===== config.mk =====
export PLATFORM = sky130hd
export DESIGN_NAME = count_capture
export DESIGN_NICKNAME = d
export VERILOG_FILES = /design/src/rtl/count_capture.sv
export SDC_FILE = /design/constraint.sdc
export NUM_CORES = 1
export LEC_CHECK = 0
export ABC_AREA = 1
export BUFFER_PORTS_ARGS = -buffer_cell sky130_fd_sc_hd__buf_2
export CAP_MARGIN = 20
export CORE_AREA = 3 3 74 145
export CTS_CLUSTER_SIZE = 12
export DETAILED_ROUTE_END_ITERATION = 8
export DIE_AREA = 0 0 77 148
export GPL_TIMING_DRIVEN = 1
export MAX_ROUTING_LAYER = met4
export PLACE_DENSITY = 0.78
export SYNTH_ARGS = -nofsm -noshare
export SYNTH_HDL_FRONTEND = slang
export SYNTH_SLANG_ARGS = --single-unit

===== constraint.sdc =====
create_clock -name clk -period 2.75 [get_ports clk]
set_input_delay 0.275 -clock clk [delete_from_list [all_inputs] [get_ports clk]]
set_output_delay 0.275 -clock clk [all_outputs]
set_load 0.005 [all_outputs]

===== src/rtl/count_capture.sv =====
// Input-capture stage: snapshots the counter on synchronised evt edges into a small FIFO
// read over valid/ready. Define COUNT_CAPTURE_BOTH_EDGES_EN to also capture falling edges (adds rd_edge).
module count_capture #(
    parameter int N           = 32,
    parameter int DEPTH       = 4,
    parameter int SYNC_STAGES = 2
) (
    input  logic                       clk,
    input  logic                       rst,
    input  logic [N-1:0]               count,
    input  logic                       evt,
    input  logic                       arm,
    output logic                       rd_valid,
    input  logic                       rd_ready,
    output logic [N-1:0]               rd_data,
    output logic [$clog2(DEPTH):0]     level,
    output logic                       overflow,
    input  logic                       clr_ovf
`ifdef COUNT_CAPTURE_BOTH_EDGES_EN
    ,
    output logic                       rd_edge
`endif
);

    localparam int PW = $clog2(DEPTH);
    localparam int LW = PW + 1;
`ifdef COUNT_CAPTURE_BOTH_EDGES_EN
    localparam int EW = N + 1;
`else
    localparam int EW = N;
`endif
    localparam logic [LW-1:0] LEVEL_ZERO = LW'(0);
    localparam logic [LW-1:0] LEVEL_ONE  = LW'(1);
    localparam logic [LW-1:0] LEVEL_FULL = LW'(DEPTH);
    localparam logic [PW-1:0] PTR_ONE    = PW'(1);

    logic [SYNC_STAGES-1:0] sync_r;
    logic                   hist_r;
    logic                   evt_s;
    logic                   rise_s;
    logic                   fall_s;
    logic                   cap_s;
    logic [EW-1:0]          entry_s;
    logic [EW-1:0]          rd_entry_s;
    logic                   full_s;
    logic                   pop_s;
    logic                   push_s;
    logic                   drop_s;
    logic [LW-1:0]          level_nxt_s;
    logic [EW-1:0]          mem_r [DEPTH];
    logic [PW-1:0]          wr_ptr_r;
    logic [PW-1:0]          rd_ptr_r;
    logic [LW-1:0]          level_r;
    logic                   rd_valid_r;
    logic                   ovf_r;

    // Edge detection, push/pop arbitration and next fill level.
    always_comb begin
        evt_s   = sync_r[SYNC_STAGES-1];
        rise_s  = evt_s & ~hist_r & arm;
`ifdef COUNT_CAPTURE_BOTH_EDGES_EN
        fall_s  = ~evt_s & hist_r & arm;
        entry_s = {rise_s, count};
`else
        fall_s  = 1'b0;
        entry_s = count;
`endif
        cap_s   = rise_s | fall_s;
        full_s  = (level_r == LEVEL_FULL);
        pop_s   = rd_valid_r & rd_ready;
        // A full FIFO still accepts a push when the head leaves in the same cycle.
        push_s  = cap_s & (~full_s | pop_s);
        drop_s  = cap_s & full_s & ~pop_s;
        level_nxt_s = level_r;
        case ({push_s, pop_s})
            2'b10:   level_nxt_s = level_r + LEVEL_ONE;
            2'b01:   level_nxt_s = level_r - LEVEL_ONE;
            default: level_nxt_s = level_r;
        endcase
    end

    // Synchroniser chain and edge-history flop; history tracks evt_s regardless of arm.
    always_ff @(posedge clk or negedge rst) begin
        if (!rst) begin
            sync_r <= {SYNC_STAGES{1'b0}};
            hist_r <= 1'b0;
        end else begin
            sync_r <= {sync_r[SYNC_STAGES-2:0], evt};
            hist_r <= evt_s;
        end
    end

    // FIFO pointers, level, valid flag and sticky overflow (a drop wins over clr_ovf).
    always_ff @(posedge clk or negedge rst) begin
        if (!rst) begin
            wr_ptr_r   <= {PW{1'b0}};
            rd_ptr_r   <= {PW{1'b0}};
            level_r    <= LEVEL_ZERO;
            rd_valid_r <= 1'b0;
            ovf_r      <= 1'b0;
        end else begin
            if (push_s) begin
                wr_ptr_r <= wr_ptr_r + PTR_ONE;
            end
            if (pop_s) begin
                rd_ptr_r <= rd_ptr_r + PTR_ONE;
            end
            level_r    <= level_nxt_s;
            rd_valid_r <= (level_nxt_s != LEVEL_ZERO);
            if (drop_s) begin
                ovf_r <= 1'b1;
            end else if (clr_ovf) begin
                ovf_r <= 1'b0;
            end
        end
    end

    // Entry storage; contents are don't-care until written, so no reset.
    always_ff @(posedge clk) begin
        if (push_s) begin
            mem_r[wr_ptr_r] <= entry_s;
        end
    end

    assign rd_entry_s = mem_r[rd_ptr_r];
    assign rd_data    = rd_entry_s[N-1:0];
    assign rd_valid   = rd_valid_r;
    assign level      = level_r;
    assign overflow   = ovf_r;
`ifdef COUNT_CAPTURE_BOTH_EDGES_EN
    assign rd_edge    = rd_entry_s[N];
`endif

endmodule


### After elaboration in Yosys (flattened, before gate mapping)

Memory sizes are Yosys's and may differ from the RTL's.
Index checks and enable logic that the tools add are counted.

* RAM bits: 128
* bits of input ports: 38
* register bits: 12
* word-level logic and storage cells: 32
* memories: 1
* output and inout bits: 37

Memories
* mem_r: words 4, width 32, read ports 1, clocked after Yosys merged registers in 0, write ports 1, RTL line 50 `logic [EW-1:0] mem_r [DEPTH];`

* muxes and demuxes: 5
* $add $sub $neg: 4
* reduce and logical (&&, ||, !) cells: 2
* bitwise operators: 10
* equal/unequal tests: 3

Operator list (count)
* $and 1x1->1: 6
* $pmux 3 s2: 1
* $add 2x1->2 const B: 2
* $mux 1: 4
* $add 3x1->3 const B: 1
* $eq 3x3->1 const B: 1
* $not 1->1: 3
* $reduce_bool 3->1: 1
* $sub 3x1->3 const B: 1
* $eq 2x1->1 const B: 1
* $eq 2x2->1 const B: 1
* $reduce_bool 2->1: 1
* $or 1x1->1: 1

### Logic depth before layout (Yosys ltp)

* depth in word-level cells: 7
* gate-level depth with buffers: 9
* gate-level depth less buffers: 9

### Worst setup path before layout

OpenSTA, ideal clock, no wires.

* path type: flip-flop to flip-flop
* start: register level_r[0], in the netlist level[0]
* end: memory mem_r[0][0] (netlist bit) (enable)
* path buffers: 0
* required time: 2329 ps
* library setup time: 421 ps
* path slack: 214 ps
* period minus slack after synthesis: 2536 ps
* arrival: 2115 ps
* stages on the path, launching flop included: 5
* cells stage by stage: dfrtp_1 -> inv_1 -> nand4_1 -> nand2_1 -> nor2_1

* cells in the longest elaborated chain, start to end: 6

Ends and longest elaborated chain
* start, declared: RTL line 53 `logic [LW-1:0] level_r;`
* start signal, assigned: RTL line 108 `level_r <= level_nxt_s;`
* $eq 3x3->1: RTL line 69 `full_s = (level_r == LEVEL_FULL);`
* $not 1->1: RTL line 72 `push_s = cap_s & (~full_s | pop_s);`
* $or 1x1->1: RTL line 72
* $and 1x1->1: RTL line 72
* $mux 1: RTL line 120 `if (push_s) begin`
* $mux 1 (not written as such): RTL line 121 `mem_r[wr_ptr_r] <= entry_s;`
* end, declared: RTL line 50

No other way between the ends.

### Worst setup path in the final report

* start: register rd_ptr_r[0]
* end: output port rd_data[28]

* cells in the longest elaborated chain, start to end: 1

Ends and longest elaborated chain
* start, declared: RTL line 52 `logic [PW-1:0] rd_ptr_r;`
* start signal, assigned: RTL line 97 `rd_ptr_r <= {PW{1'b0}};`
* start signal, assigned: RTL line 106 `rd_ptr_r <= rd_ptr_r + PTR_ONE;`
* $mem_v2 4x32
* end, declared: RTL line 15 `output logic [N-1:0] rd_data,`

No other way between the ends.

==> impl_metrics.py <==
metrics = {
    "clock_tree": {
        "ctsResizeCount": 0,
        "clockRootBuffer": "clkbuf_16",
        "clkTransAtPathRegs_ps": 50,
        "ctsLongestPathBuffers": 2,
        "cts_sinks": 140,
        "htreeDepth": 4,
        "clk_latency_ps": 420,
        "cts_buffers": 17,
        "cts_tree": "yes",
    },
    "placement": {
        "port_buffers": 74,
        "dp_slack_ps": 654,
        "gp_congestion": 0.762,
        "place_hpwl_um": 6880,
    },
    "sta": {
        "layout_setup_ws_ps": 514,
        "fin_crit_ps": 2240,
        "fin_hold_ws_ps": 59.1,
        "max_freq_mhz": 447,
        "rsz0062_at_grt": "false",
        "tns_ps": 0,
        "relSlewSlack": 0.579,
        "max_slew.worst_pin.slew_ps": 631,
        "period_share": 0.813,
        "setup-violations-final": 0,
        "fin_worst_skew_ps": 7.62,
        "final_hold_viol_count": 0,
        "final-max-slew-violation-count": 0,
    },
    "final_layout": {
        "drive_gt1_frac": 0.255,
        "antenna_cells": 0,
        "fin_nets": 505,
        "syn_to_final_growth_pct": 22.4,
    },
    "critical_path": {
        "cp-start-kind": "flop",
        "cp_max_fo": 65,
        "cp.arrival_ps": 1960,
        "setup.worst_path.class": "reg2out",
        "worstPathRequired_ps": 2480,
        "reg2reg_from": "sync_r[1]$_DFF_PN0_",
        "worst_setup_path_end_kind": "primary output",
        "crit_start": "rd_ptr_r[0]$_DFFE_PN0N_",
    },
    "power_and_ir_drop": {
        "power_frac_seq": 0.367,
        "p_sw_frac": 0.303,
        "switching_power_mw": 2.13,
        "p_per_area_mw_per_mm2": 1070,
        "p_leak_nw": 2.38,
        "combPwrFrac": 0.274,
        "power_frac_clock": 0.358,
        "ir_drop_mv": 0.899,
        "intPower_mw": 4.89,
    },
    "routing": {
        "drc_errors": 0,
        "ant_nets": 0,
        "vias_per_cell": 5.49,
        "drt-initial-drc-count": 283,
        "post_drt_wl_per_cell_um": 18.4,
        "firstDrtPassIters": 4,
        "vias": 3325,
        "wirelength_um": 11200,
    },
    "min_path": {
        "min_from": "clr_ovf",
        "hold_path_class": "in2reg",
    },
    "yosys": {
        "syn_area_mm2": 0.00535,
        "yosys.area.top_type_share": 0.719,
        "ys_seq_area_frac": 0.775,
        "netlist_instances": 378,
        "ys_ff_latch": 140,
        "synth.net_count": 421,
        "ys_top_cells_by_count": "edfxtp_1 (128), nor2_1 (71), o21ai_0 (44)",
        "synth_edf_count": 128,
        "synth_top_area_cell": "edfxtp_1",
        "synth_area_leaders": "edfxtp_1 (72%), dfrtp_1 (5.6%), nor2_1 (5.0%), o21ai_0 (4.1%), o22ai_1 (3.7%)",
        "ys_async_sr_fraction": 0.0857,
        "ys.flop_type": "edfxtp_1",
        "synth_most_common_cell": "edfxtp_1",
        "yosys.cell_types.count": 23,
        "yosys_warnings": 0,
        "avgSynthCellArea_um2": 14.1,
    },
    "grt": {
        "antenna_found_initial": 0,
        "gr-usage-all-layers": 0.219,
        "grt_max_degree": 66,
        "grt_pass1_vias": 3673,
        "grt_pass1_wl_um": 18200,
        "grt.overflow.total": 0,
    },
    "floorplanning": {
        "io_pins": 75,
        "row_count": 51,
        "core_mm2": 0.00976,
        "die_x_um": 77,
        "dieArea_mm2": 0.0114,
        "start_util": 0.548,
        "fp.dieH_um": 148,
    },
    "outcome": {
        "outcome": "completed",
    },
    "job": {
        "maxCapViolations": 0,
    },
}
[metal layers]
| layer | wire [µm] | GRT usage |
|---|---|---|
| met4 | 309 | 0.107 |
| met5 | 0 | - |
| met2 | 6190 | 0.374 |
| met3 | 497 | 0.0567 |
| met1 | 4170 | 0.234 |
[state kept, by name (all words and copies together), names as in the netlist]
name	cells
mem_r	128
overflow	1
wr_ptr_r	2
sync_r	2
hist_r	1
rd_ptr_r	2
level	3
rd_valid	1
[final timing paths]
check                                     endpoint  slack, ps  cells after the start
setup / recovery                       rd_data[28]        510                      4
hold / removal                overflow$_DFFE_PN0P_         60                      2
hold reg to reg                sync_r[1]$_DFF_PN0_        350                      0
min in group asynchronous       level[2]$_DFF_PN0_        270                      2
max in group asynchronous  rd_ptr_r[0]$_DFFE_PN0N_       2240                      2
setup reg to reg            mem_r[1][25]$_DFFE_PP_        670                      5
[per-stage QoR]
stage	area (µm²)	instances	util	total power, mW
2_1_floorplan	5350	378	-	3.83
3_3_place_gp	5880	573	0.602	4.47
3_5_place_dp	5880	573	0.602	4.54
4_1_cts	6550	606	0.671	7.06
5_1_grt	6550	606	0.671	7.39
6_report	6550	606	0.671	7.01
[cell usage in the layout (no fill, tap or decap), drive strengths merged]
| master | count |
|---|---|
| o32ai | 1 |
| o22ai | 32 |
| edfxtp | 128 |
| bufinv | 6 |
| fa | 1 |
| clkbuf | 18 |
| dfrtp | 12 |
| o21bai | 1 |
| a21oi | 2 |
| buf | 83 |
| clkinvlp | 2 |
| nand3 | 7 |
| nor2 | 73 |
| xor2 | 2 |
| nand4 | 2 |
| dlygate4sd3 | 2 |
| clkinv | 4 |
| o21ai | 64 |
| ha | 4 |
| nand2 | 12 |
| inv | 18 |
[power groups by stage]
stage	clock, mW	sequential, mW	combinational (mW)
finish	2.51	2.58	1.92
global route	2.64	2.59	2.15
CTS	2.53	2.58	1.95
detailed placement	0	2.62	1.92
global placement	0	2.61	1.87
floorplan	0	2.62	1.22
[repair_timing]
| item | in CTS | in global routing |
|---|---|---|
| endpoints found under the hold margin | 13 | 0 |
| setup buffers | 0 | 0 |
| hold buffers | 2 | 0 |
[critical path, cell delays in order, from the launching register on]
cell and delay (ps):
dfrtp_2 360, buf_4 500, o21ai_0 250, o22ai_1 250, buf_2 150
[logic make-up after synthesis]
kind of cell / synth area share
adder cells (fa/ha/maj): 0.0131
flip-flops: 0.775
AO/OA/AOI/OAI: 0.102
XOR/XNOR: 0.00328
buffers and inverters: 0.0363
AND/OR/NAND/NOR: 0.0700
[final cells by class]
class,instances,area [µm²]
Sequential cell,140,4150
Fill cell,651,3220
Multi-Input combinational cell,201,1040
Timing Repair Buffer,85,483
Clock buffer,18,429
Clock inverter,13,221
Tap cell,132,165
Inverter,17,63.8
(Power assumes the default switching activity.)
